### config.mk
export PLATFORM = sky130hd
export DESIGN_NAME = serial_subtractor
export DESIGN_NICKNAME = d
export VERILOG_FILES = /design/src/rtl/serial_subtractor.sv
export SDC_FILE = /design/constraint.sdc
export NUM_CORES = 1
export LEC_CHECK = 0
export ABC_AREA = 1
export BUFFER_PORTS_ARGS = -buffer_cell sky130_fd_sc_hd__buf_2
export CORE_AREA = 2 2 92 72
export DETAILED_ROUTE_END_ITERATION = 8
export DIE_AREA = 0 0 94 74
export MAX_ROUTING_LAYER = met4
export PLACE_DENSITY = 0.87
export SYNTH_ARGS = -nofsm -noshare
export SYNTH_HDL_FRONTEND = slang
export SYNTH_SLANG_ARGS = --single-unit
### constraint.sdc
create_clock -name clk -period 1.81 [get_ports clk]
set_input_delay 0.0905 -clock clk [delete_from_list [all_inputs] [get_ports clk]]
set_output_delay 0.0905 -clock clk [all_outputs]
set_load 0.005 [all_outputs]
### src/rtl/serial_subtractor.sv
// rtl/serial_subtractor.sv - radix-4 digit-serial two's complement subtractor with valid/ready handshakes
// Optional borrow input port enabled by defining SERIAL_SUBTRACTOR_BORROW_IN_EN.
module serial_subtractor #(
  parameter int N = 16
) (
  input  logic         clk,
  input  logic         rst_n,
  input  logic         in_valid,
  output logic         in_ready,
  input  logic [N-1:0] A,
  input  logic [N-1:0] B,
`ifdef SERIAL_SUBTRACTOR_BORROW_IN_EN
  input  logic         bin,
`endif
  output logic         out_valid,
  input  logic         out_ready,
  output logic [N-1:0] result,
  output logic         borrow,
  output logic         overflow_flag,
  output logic         negative
);

  localparam int CW = $clog2(N / 2);
  localparam logic [CW-1:0] LAST_DIGIT = CW'(N / 2 - 1);

  typedef enum logic [1:0] {
    IDLE = 2'd0,
    RUN  = 2'd1,
    DONE = 2'd2
  } state_t;

  state_t state_q, next_state;

  logic [N-1:0]  a_q, b_q, sum_q, result_q;
  logic [CW-1:0] cnt_q;
  logic          carry_q, cmid_q;
  logic          borrow_q, ovf_q, neg_q, out_valid_q;
  logic          accept, release_res;
  logic          last_digit;
  logic          carry_init;
  logic [1:0]    lo, hi;

`ifdef SERIAL_SUBTRACTOR_BORROW_IN_EN
  assign carry_init = ~bin;
`else
  assign carry_init = 1'b1;
`endif

  always_comb begin
    next_state  = state_q;
    in_ready    = 1'b0;
    accept      = 1'b0;
    release_res = 1'b0;
    case (state_q)
      IDLE: begin
        in_ready = 1'b1;
        if (in_valid) begin
          accept     = 1'b1;
          next_state = RUN;
        end
      end
      RUN: begin
        if (cnt_q == LAST_DIGIT) next_state = DONE;
      end
      DONE: begin
        if (out_valid_q && out_ready) begin
          release_res = 1'b1;
          next_state  = IDLE;
        end
      end
      default: next_state = IDLE;
    endcase
  end

  always_ff @(posedge clk or negedge rst_n) begin
    if (!rst_n) state_q <= IDLE;
    else        state_q <= next_state;
  end

  assign last_digit = (state_q == RUN) && (cnt_q == LAST_DIGIT);

  // Split the digit add so the carry out of the lower bit (into the top bit on the last digit) is visible.
  always_comb begin
    lo = {1'b0, a_q[0]} + {1'b0, b_q[0]} + {1'b0, carry_q};
    hi = {1'b0, a_q[1]} + {1'b0, b_q[1]} + {1'b0, lo[1]};
  end

  always_ff @(posedge clk or negedge rst_n) begin
    if (!rst_n) begin
      a_q         <= '0;
      b_q         <= '0;
      sum_q       <= '0;
      carry_q     <= 1'b0;
      cmid_q      <= 1'b0;
      cnt_q       <= '0;
      result_q    <= '0;
      borrow_q    <= 1'b0;
      ovf_q       <= 1'b0;
      neg_q       <= 1'b0;
      out_valid_q <= 1'b0;
    end else begin
      if (accept) begin
        a_q     <= A;
        b_q     <= ~B;
        carry_q <= carry_init;
        cnt_q   <= '0;
      end
      if (state_q == RUN) begin
        a_q     <= a_q >> 2;
        b_q     <= b_q >> 2;
        sum_q   <= {hi[0], lo[0], sum_q[N-1:2]};
        carry_q <= hi[1];
        cnt_q   <= cnt_q + CW'(1);
        if (last_digit) cmid_q <= lo[1];
      end
      // Results are published one cycle into DONE so outputs only change when a new result is complete.
      if (state_q == DONE && !out_valid_q) begin
        result_q    <= sum_q;
        borrow_q    <= ~carry_q;
        ovf_q       <= carry_q ^ cmid_q;
        neg_q       <= carry_q ^ cmid_q ^ sum_q[N-1];
        out_valid_q <= 1'b1;
      end
      if (release_res) out_valid_q <= 1'b0;
    end
  end

  assign out_valid     = out_valid_q;
  assign result        = result_q;
  assign borrow        = borrow_q;
  assign overflow_flag = ovf_q;
  assign negative      = neg_q;

endmodule
==> results of run 1 <==
-- cell type report --
cell class                 count  area (sq um)  share of cell area
sequential                    75          1877              0.4842
tap                           81         101.3             0.02615
multi-input combinational    257          1119              0.2886
clock buffer                  10         127.6             0.03292
timing repair buffer          72         437.9              0.1130
inverter                      33         123.9             0.03196
clock inverter                 6         90.09             0.02324
-- how the worst min path moves through the flow --
stage | from | to | slack [ps] | depth (start not counted)
2_1_floorplan | rst_n | a_q[0] | -210 | 0
3_3_place_gp | rst_n | a_q[8] | 80 | 1
3_5_place_dp | rst_n | a_q[8] | 90 | 1
4_1_cts | B[4] | b_q[4] | 2 | 4
5_1_grt | B[9] | b_q[9] | 10 | 4
6_report | B[4] | b_q[4] | 20 | 4
-- worst min-delay path, delay by kind of cell --
kind,cells,cell delay [ps]
and+or+nand+nor,2,100
buffers and inverters,1,80
AOI/OAI and AO/OA,1,60
-- per-stage QoR --
stage | area (sq um) | util | setup WS (ps)
finish | 3876 | 0.6355 | 185.7
CTS | 3876 | 0.6355 | 186.8
global route | 3876 | 0.6355 | 78.26
global placement | 3568 | 0.5850 | 289.0
detailed placement | 3568 | 0.5850 | 216.5
floorplan | 3232 | - | 319.2
-- registers in the layout, indices dropped and copies added (netlist names) --
register       flops
cnt_q              3
overflow_flag      1
result            16
borrow             1
negative           1
b_q               16
sum_q             16
carry_q            1
a_q               16
out_valid          1
state_q            2
cmid_q             1
-- layout by cell type (no fill, tap or decap), types with 3 or more instances in the layout --
| cell | netlist | layout |
|---|---|---|
| nand3_1 | 4 | 4 |
| o21ai_1 | 13 | 12 |
| nand2_1 | 176 | 176 |
| o21ai_0 | 56 | 56 |
| buf_4 | 3 | 7 |
| inv_1 | 30 | 30 |
| clkbuf_8 | 0 | 9 |
| dlygate4sd3_1 | 0 | 9 |
| buf_2 | 11 | 55 |
| inv_2 | 3 | 3 |
| dfrtp_1 | 75 | 75 |
-- logic make-up after synthesis --
| group | share of synthesized area |
|---|---|
| and+or+nand+nor | 0.2149 |
| DFF | 0.5807 |
| AOI/OAI and AO/OA | 0.1092 |
| buffers and inverters | 0.07511 |
| adders and majority gates | 0.02013 |
-- synthesized netlist by cell type --
| library cell | n |
|---|---|
| a22oi_1 | 1 |
| buf_2 | 11 |
| buf_4 | 3 |
| buf_6 | 3 |
| clkbuf_1 | 2 |
| dfrtp_1 | 75 |
| fa_1 | 2 |
| ha_1 | 2 |
| inv_1 | 30 |
| inv_2 | 3 |
| nand2_1 | 176 |
| nand3_1 | 4 |
| nor2_1 | 2 |
| nor2_2 | 1 |
| o21ai_0 | 56 |
| o21ai_1 | 13 |
-- report_power, final --
group | total, W | internal (W) | switching, W
Clock | 0.00138 | 0.000779 | 0.000605
Sequential | 0.00271 | 0.00235 | 0.000360
Combinational | 0.00223 | 0.000802 | 0.00142
Total | 0.00631 | 0.00393 | 0.00239
-- metal layers --
layer | GRT usage | routed length (um) | up-vias
met5 | - | 0 | -
met1 | 0.2776 | 3091 | 1213
li1 | - | - | 1318
met3 | 0.06586 | 353 | 8
met2 | 0.3437 | 3122 | 83
met4 | 0.06924 | 70 | 0
-- repair_timing --
item | in CTS | in global routing
hold endpoints to repair | 44 | 0
hold buffers | 9 | 0
endpoints found under the setup margin | 0 | 0
==> results by group, run 1 <==
Floorplanning
  • Initial Util: 0.5298
  • # rows: 25
  • I/O pins: 57
  • Area of the core: 6100 sq um
  • Die Span X: 94 um
  • Die H: 74 um
  • Die ar.: 6956 sq um

Timing
  • Minimum hold slack: 16.53 ps
  • Worst slew margin: 0.6428
  • Max-slew violations: 0
  • Actual slew at the worst max-slew pin: 535.0 ps
  • Post-route minimum period: 1624 ps
  • Final setup viols: 0
  • Final hold vios: 0
  • Setup_tns: 0 ps
  • RSZ-0062 raised after global routing: no
  • Post-route clock skew: 13.12 ps
  • Max Fclk: 615.6 MHz
  • Part of the cycle the worst path needs: 0.8974

Route
  • Via count: 2,622
  • ANT nets after route: 0
  • Post-Route WL: 6.638 mm
  • First-iteration detailed-routing DRC count: 223
  • Vias per inst: 4.910
  • Residual DRC: 0
  • Pre-antenna DRT Iters: 5
  • Avg WL per Cell: 12.43 um

Synthesis
  • Ys Warns: 0
  • Synth top area share: 0.5807
  • #FFs+latches synth: 75
  • Largest cells by area after synthesis: dfrtp_1 58%, nand2_1 20%, o21ai_0 8.7%
  • Synthesized area: 3232 sq um
  • Seq/Total Area, Yosys: 0.5807
  • Count of different cell masters after synthesis: 16
  • Synth area leader: dfrtp_1
  • Mapped Cells: 384
  • Syn Area/Cell: 8.416 sq um
  • Synth Net Count: 424

Clocking
  • Post-cts resize count: 0
  • Clk_lat worst skew: 350 ps
  • Setup Buffers After CTS: 0
  • CTS clk-pin slew, worst paths: 80 ps
  • Clk sinks: 75
  • Root buf cell: clkbuf_8
  • H-tree levels: 3
  • Cts bufs inserted: 9
  • TritonCTS clock tree: built
  • CTS max path bufs: 2

Setup path
  • CP max stage delay: 420 ps
  • Cell count along the critical path: 4
  • Worst setup path start: carry_q
  • CP delay by family, top: adder cells
  • Crit path to: carry_q
  • R2r setup slk: 190 ps
  • Worst r2r src: carry_q
  • Worst reg2reg path endpoint: carry_q
  • Worst-path cell chain: inv_1 -> fa_1 -> fa_1 -> a22oi_1
  • Reg2Reg Depth: 4
  • Slowest cell on crit path: fa_1
  • Max Fanout on Critical Path: 4
  • CP Class: reg -> reg
  • Critical path's most frequent cell: fa_1
  • Critical path startpoint category: flip-flop
  • CP Capture Type: flip-flop
  • CP arrival: 1890 ps
  • CP Buf/Inv Count: 1
  • Critical Path RT: 2070 ps

Pwr
  • Leak: 2.067 nW
  • Pwr dens: 1629 nW/um^2
  • Worst vdd ir: 0.0007326 V
  • Power, Total: 0.006315 W

GRT
  • Vias in the first global route: 2,598
  • Largest net degree at the start of global routing: 40
  • First-pass GRT wire length: 11.37 mm
  • Grt total ovfl: 0
  • GRT Total Usage: 0.2188
  • Initial antenna violation count: 0

Job
  • Max_cap viols: 0

Final layout
  • Post-Layout Cell Count: 534
  • Fillers: 501
  • Area grow syn2layout: 19.94%
  • Ant. Diodes: 0
  • Net count, final: 488
  • Fraction of layout cells with a size suffix above 1: 0.1854

Min path
  • Hold Path Class: in -> reg

Status
  • Outcome: completed

Placed design
  • Placed insts: 509
  • Placer Congestion: 0.8119
  • Final HPWL DP: 4.251 mm
  • PortBufs: 56
(Power assumes the default switching activity.)
==> run 2: changes to the inputs <==
--- a/config.mk
+++ b/config.mk
@@ -11,7 +11,7 @@
 export DETAILED_ROUTE_END_ITERATION = 8
 export DIE_AREA = 0 0 94 74
 export MAX_ROUTING_LAYER = met4
-export PLACE_DENSITY = 0.87
+export PLACE_DENSITY = 0.78
 export SYNTH_ARGS = -nofsm -noshare
 export SYNTH_HDL_FRONTEND = slang
 export SYNTH_SLANG_ARGS = --single-unit
==> run 2 against run 1 <==
  * Routed wire length fell by 1.4%
  * Sequential power barely moved
  * Final cell count rose by 0.19%
  * Critical path depth did not move
  * Flip-flop and latch count did not move
  * Via count fell by 1.0%
  * First-iteration DRC count fell by 28%
  * Sequential share of layout area rose by 0.43 points
  * Register-to-register slack improved by 20 ps
  * Count of clock-buffer cells in the layout rose by 1
  * Utilization fell by 0.55 points
  * Critical path type unchanged
  * Critical endpoint is now sum_q[15]
  * Highest routed layer unchanged
==> results by group, run 2 (synthesized netlist as in run 1, its figures left out) <==
Timing
  • Actual slew at the worst max-slew pin: 671.3 ps
  • Max Fclk: 624.8 MHz
  • Part of the cycle the worst path needs: 0.8843
  • Post-route clock skew: 6.695 ps
  • Setup_tns: 0 ps
  • Worst slew margin: 0.5525
  • Final hold vios: 0
  • RSZ-0062 raised after global routing: no
  • Post-route minimum period: 1601 ps
  • Max-slew violations: 0
  • Final setup viols: 0

Clocking
  • Post-cts resize count: 0
  • Clk sinks: 75
  • H-tree levels: 3
  • Clk_lat worst skew: 350 ps
  • CTS clk-pin slew, worst paths: 70 ps
  • CTS Hold Buffers Added: 10
  • CTS max path bufs: 2
  • Cts bufs inserted: 9
  • Setup Buffers After CTS: 0
  • TritonCTS clock tree: built
  • Root buf cell: clkbuf_8

Route
  • Vias per inst: 4.850
  • First-iteration detailed-routing DRC count: 161
  • Residual DRC: 0
  • Via count: 2,595
  • Post-Route WL: 6.545 mm
  • Pre-antenna DRT Iters: 4
  • ANT nets after route: 0
  • Avg WL per Cell: 12.23 um

Min path
  • HP Start: B[4]
  • Hold Crit Endpoint: b_q[4]
  • Hold depth: 4
  • Hold Path Class: in -> reg

GRT
  • Initial antenna violation count: 0
  • Grt total ovfl: 0
  • GRT Total Usage: 0.2208
  • Largest net degree at the start of global routing: 53
  • Vias in the first global route: 2,506
  • First-pass GRT wire length: 11.39 mm

Setup path
  • R2r setup slk: 210 ps
  • Worst reg2reg path endpoint: sum_q[15]
  • Worst r2r src: carry_q
  • CP max stage delay: 490 ps
  • CP Capture Type: flip-flop
  • Critical Path RT: 2050 ps
  • Worst-path cell chain: inv_1 -> fa_1 -> fa_1 -> o21ai_0
  • Critical path startpoint category: flip-flop
  • Reg2Reg Depth: 4
  • Critical path's most frequent cell: fa_1
  • CP Class: reg -> reg
  • Max Fanout on Critical Path: 4
  • CP arrival: 1840 ps
  • Slowest cell on crit path: fa_1

Final layout
  • Seq. cell area: 1877 sq um
  • Leading cell type in the layout, fill and taps excluded: nand2_1
  • Area grow syn2layout: 18.89%
  • Ant. Diodes: 0
  • Post-Layout Cell Count: 535
  • Fraction of layout cells with a size suffix above 1: 0.1828
  • Fillers: 536
  • Fin util: 0.6299
  • Net count, final: 489
  • Footprint of the multi-input gates: 1119 sq um
  • Most frequent cells in the layout: 176 x nand2_1, 75 x dfrtp_1, 56 x o21ai_0

Floorplanning
  • I/O pins: 57
  • Die ar.: 6956 sq um
  • Die Span X: 94 um
  • Initial Util: 0.5298
  • # rows: 25
  • Die H: 74 um
  • Area of the core: 6100 sq um

Job
  • Max_cap viols: 0

Placed design
  • Placer Congestion: 0.8382
  • Final HPWL DP: 4.221 mm
  • PortBufs: 56
  • Placed insts: 509

Status
  • Outcome: completed

Pwr
  • Worst vdd ir: 0.0006479 V
  • Leak: 2.050 nW
  • Pwr dens: 1554 nW/um^2
==> run 2: changes by cell type in the layout (fill, tap and decap cells not counted) <==
cell,change
buf_4,-1
clkinv_2,+2
clkbuf_1,+1
bufinv_16,-2
clkinv_4,-2
buf_12,+1
clkinvlp_4,+1
dlygate4sd3_1,+1
==> run 2: final cells by class <==
type | instances | area share
multi-input combinational | 257 | 0.2911
tap | 81 | 0.02638
sequential | 75 | 0.4884
clock buffer | 11 | 0.03419
timing repair buffer | 73 | 0.1198
inverter | 33 | 0.03224
clock inverter | 5 | 0.007815
==> run 2: worst max-delay path by stage <==
stage	start	end	depth (start not counted)	slack (ps)
floorplan	carry_q	sum_q[15]	4	320
global route	carry_q	sum_q[15]	4	100
global placement	carry_q	sum_q[15]	4	300
CTS	carry_q	sum_q[15]	4	200
detailed placement	carry_q	sum_q[15]	4	200
finish	carry_q	sum_q[15]	4	210
==> run 2: worst max-delay path: cells and delay by family, from the launching register on <==
kind | cells | cell delay, ps
buf+inv | 1 | 110
fa+ha+maj | 2 | 910
compound gates | 1 | 70
flops | 1 | 390
==> run 2: per-layer routing <==
| layer | share of wire | global-route usage | vias up | wire [um] |
|---|---|---|---|---|
| met3 | 0.053 | 0.07497 | 8 | 350 |
| met1 | 0.47 | 0.2778 | 1213 | 3068 |
| met2 | 0.47 | 0.3468 | 61 | 3054 |
| met4 | 0.011 | 0.06119 | 0 | 71 |
| li1 | - | - | 1313 | - |
| met5 | 0 | - | - | 0 |
==> run 2: stage by stage <==
step | hold slack, ps | instance area (sq um) | total power [W] | worst slack (ps)
CTS | 5.931 | 3842 | 0.006042 | 201.2
global route | 0.5904 | 3842 | 0.006586 | 101.5
finish | 16.25 | 3842 | 0.005972 | 209.4
detailed placement | 174.8 | 3581 | 0.004911 | 199.7
global placement | 171.0 | 3581 | 0.004790 | 295.3
floorplan | -205.1 | 3232 | 0.004290 | 319.2
==> run 2: power by group <==
group          switching (W)  internal (W)
sequential          0.000354       0.00235
clock               0.000585      0.000490
combinational        0.00137      0.000825
total                0.00231       0.00366
==> run 3: changes to the inputs <==
--- a/config.mk
+++ b/config.mk
@@ -11,7 +11,7 @@
 export DETAILED_ROUTE_END_ITERATION = 8
 export DIE_AREA = 0 0 94 74
 export MAX_ROUTING_LAYER = met4
-export PLACE_DENSITY = 0.78
+export PLACE_DENSITY = 0.77
 export SYNTH_ARGS = -nofsm -noshare
 export SYNTH_HDL_FRONTEND = slang
 export SYNTH_SLANG_ARGS = --single-unit
==> run 3 against run 2 <==
  * Flip-flop and latch count is the same
  * Highest routed layer unchanged
  * Clock skew grew 0.69 ps
  * Final cell count grew 0.19%
  * Routed wire length grew 2.7%
  * First-iteration DRC count grew 0.62%
  * Sequential share of layout area shrank 0.35 points
  * Via count grew 1.3%
  * Sequential power is essentially flat
  * Register-to-register slack gained 30 ps
  * Clock power grew 18%
  * Non-clock buffer count grew 1
  * Combinational power is essentially flat
==> results by group, run 3 (synthesized netlist as in run 1, its figures left out) <==
Setup path
  • Worst r2r src: carry_q
  • CP arrival: 1810 ps
  • Max Fanout on Critical Path: 4
  • Critical Path RT: 2040 ps
  • CP Class: reg -> reg
  • CP Capture Type: flip-flop
  • Critical path startpoint category: flip-flop
  • Worst setup path start: carry_q
  • R2r setup slk: 240 ps

Final layout
  • Fin util: 0.6345
  • Leading cell type in the layout, fill and taps excluded: nand2_1
  • Ant. Diodes: 0
  • Area grow syn2layout: 19.74%
  • Fraction of layout cells with a size suffix above 1: 0.1868
  • Fillers: 534
  • Most frequent cells in the layout: 176 x nand2_1, 75 x dfrtp_1, 56 x o21ai_0
  • Net count, final: 490

Clocking
  • TritonCTS clock tree: built
  • Setup Buffers After CTS: 0
  • CTS max path bufs: 2
  • Clk_lat worst skew: 350 ps
  • Post-cts resize count: 0
  • CTS clk-pin slew, worst paths: 70 ps
  • Cts bufs inserted: 9
  • Root buf cell: clkbuf_8
  • Clk sinks: 75
  • H-tree levels: 3
  • CTS Hold Buffers Added: 10

Placed design
  • PortBufs: 56
  • Final HPWL DP: 4.423 mm
  • Placer Congestion: 0.8221
  • Pre-CTS WS: 229.9 ps

Floorplanning
  • Die ar.: 6956 sq um
  • Die Span X: 94 um
  • I/O pins: 57
  • Die H: 74 um
  • # rows: 25
  • Initial Util: 0.5298
  • Area of the core: 6100 sq um

Timing
  • Max-slew violations: 0
  • Final worst setup slack: 236.7 ps
  • Actual slew at the worst max-slew pin: 561.5 ps
  • Post-route clock skew: 7.384 ps
  • RSZ-0062 raised after global routing: no
  • Setup_tns: 0 ps
  • Worst slew margin: 0.6251
  • Final setup viols: 0
  • Part of the cycle the worst path needs: 0.8692
  • Final hold vios: 0
  • Post-route minimum period: 1573 ps
  • Max Fclk: 635.6 MHz

Route
  • Avg WL per Cell: 12.54 um
  • First-iteration detailed-routing DRC count: 162
  • Residual DRC: 0
  • Via count: 2,629
  • Vias per inst: 4.905
  • Post-Route WL: 6.720 mm
  • ANT nets after route: 0
  • Pre-antenna DRT Iters: 4

Pwr
  • Pwr dens: 1589 nW/um^2
  • Leak: 2.068 nW
  • Psw: 0.002339 W
  • Clock power frac: 0.204
  • Switching Share: 0.3805
  • Internal power: 0.003808 W
  • Comb power frac: 0.354
  • Worst vdd ir: 0.0006797 V
  • Seq pwr share: 0.441

Status
  • Outcome: completed

GRT
  • Largest net degree at the start of global routing: 42
  • Grt total ovfl: 0
  • Vias in the first global route: 2,545
  • Met2 Use GR: 0.3635
  • First-pass GRT wire length: 11.46 mm
  • M1 GR Usage: 0.2791
  • Initial antenna violation count: 0
  • GRT busiest layer: met2
  • Global-route met3 utilization: 0.07295
  • GRT Total Usage: 0.2250

Job
  • Max_cap viols: 0

Min path
  • Hold Path Class: in -> reg
  • HP Start: B[4]
==> run 3: area by class of cell <==
class / instances / area (sq um) / area share
clock buffer: 11 / 141.4 / 0.03653
clock inverter: 5 / 52.55 / 0.01358
inverter: 33 / 123.9 / 0.03201
multi-input combinational: 257 / 1119 / 0.2890
sequential: 75 / 1877 / 0.4850
tap: 81 / 101.3 / 0.02619
timing repair buffer: 74 / 455.4 / 0.1177
==> run 3: power by group through the flow <==
stage,logic (W),registers (W),clock network [W]
after floorplan,0.00163,0.00266,0
after global placement,0.00206,0.00271,0
after detailed placement,0.00216,0.00273,0
after CTS,0.00219,0.00271,0.00129
after global routing,0.00257,0.00279,0.00135
final,0.00218,0.00271,0.00126
==> run 3: worst paths after layout <==
path / cells past startpoint / to
setup / recovery: 4 / sum_q[15]
hold reg to reg: 2 / a_q[12]
setup reg to reg: 4 / sum_q[15]
min in group asynchronous: 2 / a_q[11]
max in group asynchronous: 3 / b_q[9]
hold / removal: 4 / b_q[4]
==> run 3: critical path, cell delays in order (launching register included) <==
cell	delay (ps)
dfrtp_1	390
inv_1	100
fa_1	410
fa_1	480
o21ai_0	80
==> run 3: layer usage <==
metal / vias up / routed length (um)
met5: - / 0
met4: 0 / 71
met3: 5 / 352
met2: 67 / 3273
met1: 1235 / 3023
li1: 1322 / -
==> run 3: stage by stage <==
step                power, W  hold slack, ps  std cells  instance area [sq um]
global route        0.006707           24.92        536                   3870
CTS                 0.006197           6.123        536                   3870
floorplan           0.004290          -205.1        384                   3232
global placement    0.004764           102.1        510                   3576
finish              0.006148           23.25        536                   3870
detailed placement  0.004893           102.7        510                   3576
